$ cat config.mk
export PLATFORM = sky130hd
export DESIGN_NAME = hyper_rx_upsizer
export DESIGN_NICKNAME = d
export VERILOG_FILES = /design/src/rtl/axi_pkg.sv /design/src/rtl/hyperbus_pkg.sv /design/src/rtl/hyper_rx_upsizer.sv
export SDC_FILE = /design/constraint.sdc
export NUM_CORES = 1
export LEC_CHECK = 0
export ABC_AREA = 1
export CORE_MARGIN = 2
export CORE_UTILIZATION = 58
export DETAILED_ROUTE_END_ITERATION = 10
export PLACE_DENSITY = 0.85
export SYNTH_ARGS = -nofsm -noshare
export SYNTH_HDL_FRONTEND = slang
export SYNTH_SLANG_ARGS = --single-unit
$ cat constraint.sdc
create_clock -name clk_i -period 4.6 [get_ports clk_i]
set_clock_uncertainty 0.15 [all_clocks]
set_input_delay 0.92 -clock clk_i [delete_from_list [all_inputs] [get_ports clk_i]]
set_output_delay 0.92 -clock clk_i [all_outputs]
set_load 0.02 [all_outputs]
$ cat src/rtl/axi_pkg.sv
// AXI protocol constants shared across the hyperbus controller.
package axi_pkg;

  typedef logic [1:0] resp_t;

  localparam resp_t RESP_OKAY   = 2'b00;
  localparam resp_t RESP_EXOKAY = 2'b01;
  localparam resp_t RESP_SLVERR = 2'b10;
  localparam resp_t RESP_DECERR = 2'b11;

endpackage

$ cat src/rtl/hyperbus_pkg.sv
// Shared hyperbus types and helpers.
package hyperbus_pkg;

  typedef logic [15:0] hyper_word_t;

  typedef enum logic [1:0] {
    IDLE,
    PACK,
    SEND
  } rx_state_e;

  function automatic int unsigned words_per_beat(
    input int unsigned dw
  );
    return dw / 16;
  endfunction

endpackage

$ cat src/rtl/hyper_rx_upsizer.sv
// Packs 16-bit PHY read words into AXI R beats,
// one burst at a time.
module hyper_rx_upsizer
  import hyperbus_pkg::*;
  import axi_pkg::*;
#(
  parameter int unsigned AxiDataWidth = 64,
  parameter int unsigned AxiIdWidth   = 6
) (
  input  logic                    clk_i,
  input  logic                    rst_ni,
  input  logic                    cmd_valid_i,
  output logic                    cmd_ready_o,
  input  logic [$clog2(words_per_beat(AxiDataWidth))-1:0]
                                  cmd_offset_i,
  input  logic [7:0]              cmd_len_i,
  input  logic [AxiIdWidth-1:0]   cmd_id_i,
  input  logic                    phy_valid_i,
  output logic                    phy_ready_o,
  input  hyper_word_t             phy_data_i,
  input  logic                    phy_err_i,
  output logic                    r_valid_o,
  input  logic                    r_ready_i,
  output logic [AxiDataWidth-1:0] r_data_o,
  output logic [AxiIdWidth-1:0]   r_id_o,
  output logic [1:0]              r_resp_o,
  output logic                    r_last_o
);

  localparam int unsigned WordsPerBeat =
    words_per_beat(AxiDataWidth);
  localparam int unsigned LaneW = $clog2(WordsPerBeat);

  typedef logic [WordsPerBeat-1:0][15:0] beat_t;

  rx_state_e             state_q, state_d;
  logic [AxiIdWidth-1:0] id_q, id_d;
  logic [7:0]            beats_q, beats_d;
  logic [LaneW-1:0]      lane_q, lane_d;
  beat_t                 asm_q, asm_d;
  beat_t                 data_q, data_d;
  logic                  err_q, err_d;
  resp_t                 resp_q, resp_d;
  logic                  last_q, last_d;
  logic                  err_n;

  always_comb begin
    state_d     = state_q;
    id_d        = id_q;
    beats_d     = beats_q;
    lane_d      = lane_q;
    asm_d       = asm_q;
    data_d      = data_q;
    err_d       = err_q;
    resp_d      = resp_q;
    last_d      = last_q;
    cmd_ready_o = 1'b0;
    phy_ready_o = 1'b0;
    r_valid_o   = 1'b0;
    err_n       = err_q | phy_err_i;
    unique case (state_q)
      IDLE: begin
        cmd_ready_o = 1'b1;
        if (cmd_valid_i) begin
          id_d    = cmd_id_i;
          beats_d = cmd_len_i;
          lane_d  = cmd_offset_i;
          asm_d   = '0;
          err_d   = 1'b0;
          state_d = PACK;
        end
      end
      PACK: begin
        phy_ready_o = 1'b1;
        if (phy_valid_i) begin
          asm_d[lane_q] = phy_data_i;
          err_d         = err_n;
          if (lane_q == LaneW'(WordsPerBeat - 1)) begin
            data_d  = asm_d;
            resp_d  = err_n ? RESP_SLVERR : RESP_OKAY;
            last_d  = (beats_q == 8'd0);
            state_d = SEND;
          end else begin
            lane_d = lane_q + LaneW'(1);
          end
        end
      end
      SEND: begin
        r_valid_o   = 1'b1;
        phy_ready_o = r_ready_i && (beats_q != 8'd0);
        if (r_ready_i) begin
          if (last_q) begin
            state_d = IDLE;
          end else begin
            beats_d = beats_q - 8'd1;
            lane_d  = '0;
            asm_d   = '0;
            err_d   = 1'b0;
            state_d = PACK;
            // Zero-bubble: first word of the next beat lands now
            if (phy_valid_i) begin
              asm_d[0] = phy_data_i;
              lane_d   = LaneW'(1);
              err_d    = phy_err_i;
            end
          end
        end
      end
      default: state_d = IDLE;
    endcase
  end

  always_ff @(posedge clk_i or negedge rst_ni) begin
    if (!rst_ni) begin
      state_q <= IDLE;
      id_q    <= '0;
      beats_q <= '0;
      lane_q  <= '0;
      asm_q   <= '0;
      data_q  <= '0;
      err_q   <= 1'b0;
      resp_q  <= RESP_OKAY;
      last_q  <= 1'b0;
    end else begin
      state_q <= state_d;
      id_q    <= id_d;
      beats_q <= beats_d;
      lane_q  <= lane_d;
      asm_q   <= asm_d;
      data_q  <= data_d;
      err_q   <= err_d;
      resp_q  <= resp_d;
      last_q  <= last_d;
    end
  end

  assign r_data_o = data_q;
  assign r_id_o   = id_q;
  assign r_resp_o = resp_q;
  assign r_last_o = last_q;

endmodule

==> flow_summary.ini <==
[run_status]
status = finished clean

[die]
initial_core_util = 0.589
placementRows = 41
die_width_um = 117
die_y_um = 117
io_pins = 114
coreArea_um2 = 12500
die-area_um2 = 13600

[grt]
grt_use_total = 0.285
antenna_found_initial = 0
first_global_vias = 6290
overflow = 0
grt_max_degree = 95
grt_pass1_wl_um = 30100

[synthesis]
post_synth.cell_area_avg_um2 = 7.51
synth_nets = 1026
yosysWarnings = 0
synth-seq-cells = 149
syn_inst = 977
netlist_area_um2 = 7340
ys_seq_area_frac = 0.508
ys_types = 22

[placement]
dpl_cell_area_um2 = 8440
dp_slack_ps = 1250
place_hpwl_um = 11600
port_buffers = 112
place.gp.congestion = 0.817

[pwr]
p_switching_mw = 2.59
p_per_area_nw_per_um2 = 696
p_leak_nw = 4.57
p_int_mw = 3.71
clkPwrFrac = 0.229
comb_power_share = 0.444
seq_power_share = 0.327
switching_share = 0.411
ir_worst_vdd_uv = 451

[setup_path]
cp-end-kind = output port
crit_path_start_kind = flop
arrival_ps = 2600
r2r_end = lane_q[1]
reg2reg_depth = 8
reg2reg_setup_slack_ps = 1790
critPathRequiredTime_ps = 3530
worstPathMaxFanout = 22
rr_startpoint = state_q[0]
crit_type = flop to output port

[finish]
finish.instance_area_um2 = 9060
drive_gt1_frac = 0.0558
fin_nets = 1112
fillers = 956
areaGrowthSynthToFinish_pct = 23.4
n_antenna_cell = 0

[sta]
rsz0062_at_grt = no
finalMaxSlewViolations = 0
fin_crit_sh = 0.798
fin_crit_ps = 3670
tns_ps = 0
tightestPinTransition_ps = 1020
layout_setup_ws_ps = 929
relSlewSlack = 0.323
fmax_ghz = 0.272
hold_viol = 0
final-setup-viol-count = 0

[detailed_routing]
vias_per_cell = 5.21
antenna_left = 0
drcViolationCount = 0
first_pass_iters = 5
wl_um = 18200
wl_per_cell_um = 14.6
vias = 6506
drtIter0Drc = 596

[cts]
cts_buffers = 17
ctsRootBufferMaster = clkbuf_16
clockBufferDepth = 2
clkSlewWorstSetupHoldPaths_ps = 60
clock-sinks = 149
cts_tree = yes
cts_resized = 0
worst_skew_pair.late_latency_ps = 430
cts_hold_buf = 0
cts.htree.levels = 4
cts_setup_buffers = 0

[min_path]
holdPathEnd = asm_q[3]
hp-start = asm_q[3]
hold_depth = 2
hp-class = flop to flop

[run]
drv_cap = 0
-- registers in the layout, summed over array words and instances, names as in the netlist --
register  count
r_resp_o      1
state_q       2
r_id_o        6
beats_q       8
r_last_o      1
r_data_o     64
lane_q        2
asm_q        64
err_q         1
-- layout make-up --
| type | instances | area [um2] | share of cell area |
|---|---|---|---|
| Multi-Input combinational cell | 686 | 2980 | 0.329 |
| Timing Repair Buffer | 122 | 1200 | 0.132 |
| Clock inverter | 13 | 169 | 0.0187 |
| Clock buffer | 19 | 443 | 0.0489 |
| Inverter | 87 | 327 | 0.0361 |
| Tap cell | 172 | 215 | 0.0238 |
| Sequential cell | 149 | 3730 | 0.412 |
-- critical path: stages, from the launching register on --
cell and delay, ps:
dfrtp_1 400, inv_1 100, ha_1 790, nand2_1 180
nand2_1 110, clkdlybuf4s50_1 600
-- synth_stat cells --
library cell / count / area (um2)
nand2_2: 3 / 18.8
inv_1: 81 / 304
conb_1: 1 / 3.75
buf_2: 22 / 110
ha_1: 11 / 138
buf_6: 8 / 90.1
mux2_2: 6 / 67.6
buf_1: 2 / 7.51
nand4_1: 3 / 18.8
o21ai_0: 76 / 380
nand3_1: 89 / 445
o21bai_2: 1 / 11.3
dfrtp_1: 149 / 3730
nor2_1: 25 / 93.8
o21ai_1: 3 / 15.0
clkbuf_1: 19 / 71.3
nor2_4: 2 / 22.5
buf_4: 4 / 30.0
nand2_1: 457 / 1720
inv_2: 6 / 22.5
o22ai_1: 1 / 6.26
a21oi_1: 8 / 40.0
-- routing by layer --
metal  vias up  track usage  share of wire  wire length, um
met2       230        0.482           0.49             8980
met3        44       0.0592          0.063             1150
li1       3195            -              -                -
met4         0       0.0976          0.026              474
met1      3037        0.368           0.42             7560
met5         -            0              0                0
-- power by group through the flow --
stage	clock network (mW)	logic, mW	registers, mW
2_1_floorplan	0	1.42	2.43
3_3_place_gp	0	2.72	2.06
3_5_place_dp	0	2.77	2.07
4_1_cts	1.45	2.80	2.06
5_1_grt	1.51	3.10	2.11
6_report	1.44	2.80	2.06
-- logic make-up after synthesis --
family	Yosys count	share of synthesized area
AOI/OAI and AO/OA	89	0.0617
adders and majority gates	11	0.0187
buffers and inverters	142	0.0866
DFF	149	0.508
muxes	6	0.00920
other	1	0.000511
and+or+nand+nor	579	0.315
-- worst max path at each step --
| stage | end | slack [ps] | startpoint | cells after the start |
|---|---|---|---|---|
| 3_3_place_gp | lane_q[1] | 1320 | phy_valid_i | 9 |
| 2_1_floorplan | phy_ready_o | 2030 | state_q[0] | 6 |
| 4_1_cts | phy_ready_o | 950 | state_q[0] | 5 |
| 3_5_place_dp | lane_q[0] | 1250 | phy_valid_i | 9 |
| 5_1_grt | phy_ready_o | 830 | state_q[0] | 5 |
| 6_report | phy_ready_o | 930 | state_q[0] | 5 |
-- cells in the final DEF, fill, tap and decap left out, types with 8 or more instances in the layout --
master / n
nand2_1: 457
dfrtp_1: 149
clkdlybuf4s50_1: 111
nand3_1: 89
inv_1: 81
o21ai_0: 76
nor2_1: 25
clkbuf_16: 17
ha_1: 11
buf_4: 10
a21oi_1: 8
-- stage by stage --
| step | hold slack (ps) | std cells | util | total power [mW] |
|---|---|---|---|---|
| 2_1_floorplan | 287 | 977 | - | 3.85 |
| 3_3_place_gp | 303 | 1216 | 0.677 | 4.78 |
| 3_5_place_dp | 313 | 1216 | 0.677 | 4.84 |
| 4_1_cts | 331 | 1248 | 0.726 | 6.31 |
| 5_1_grt | 345 | 1248 | 0.726 | 6.72 |
| 6_report | 330 | 1248 | 0.726 | 6.30 |
(Power assumes the default switching activity.)
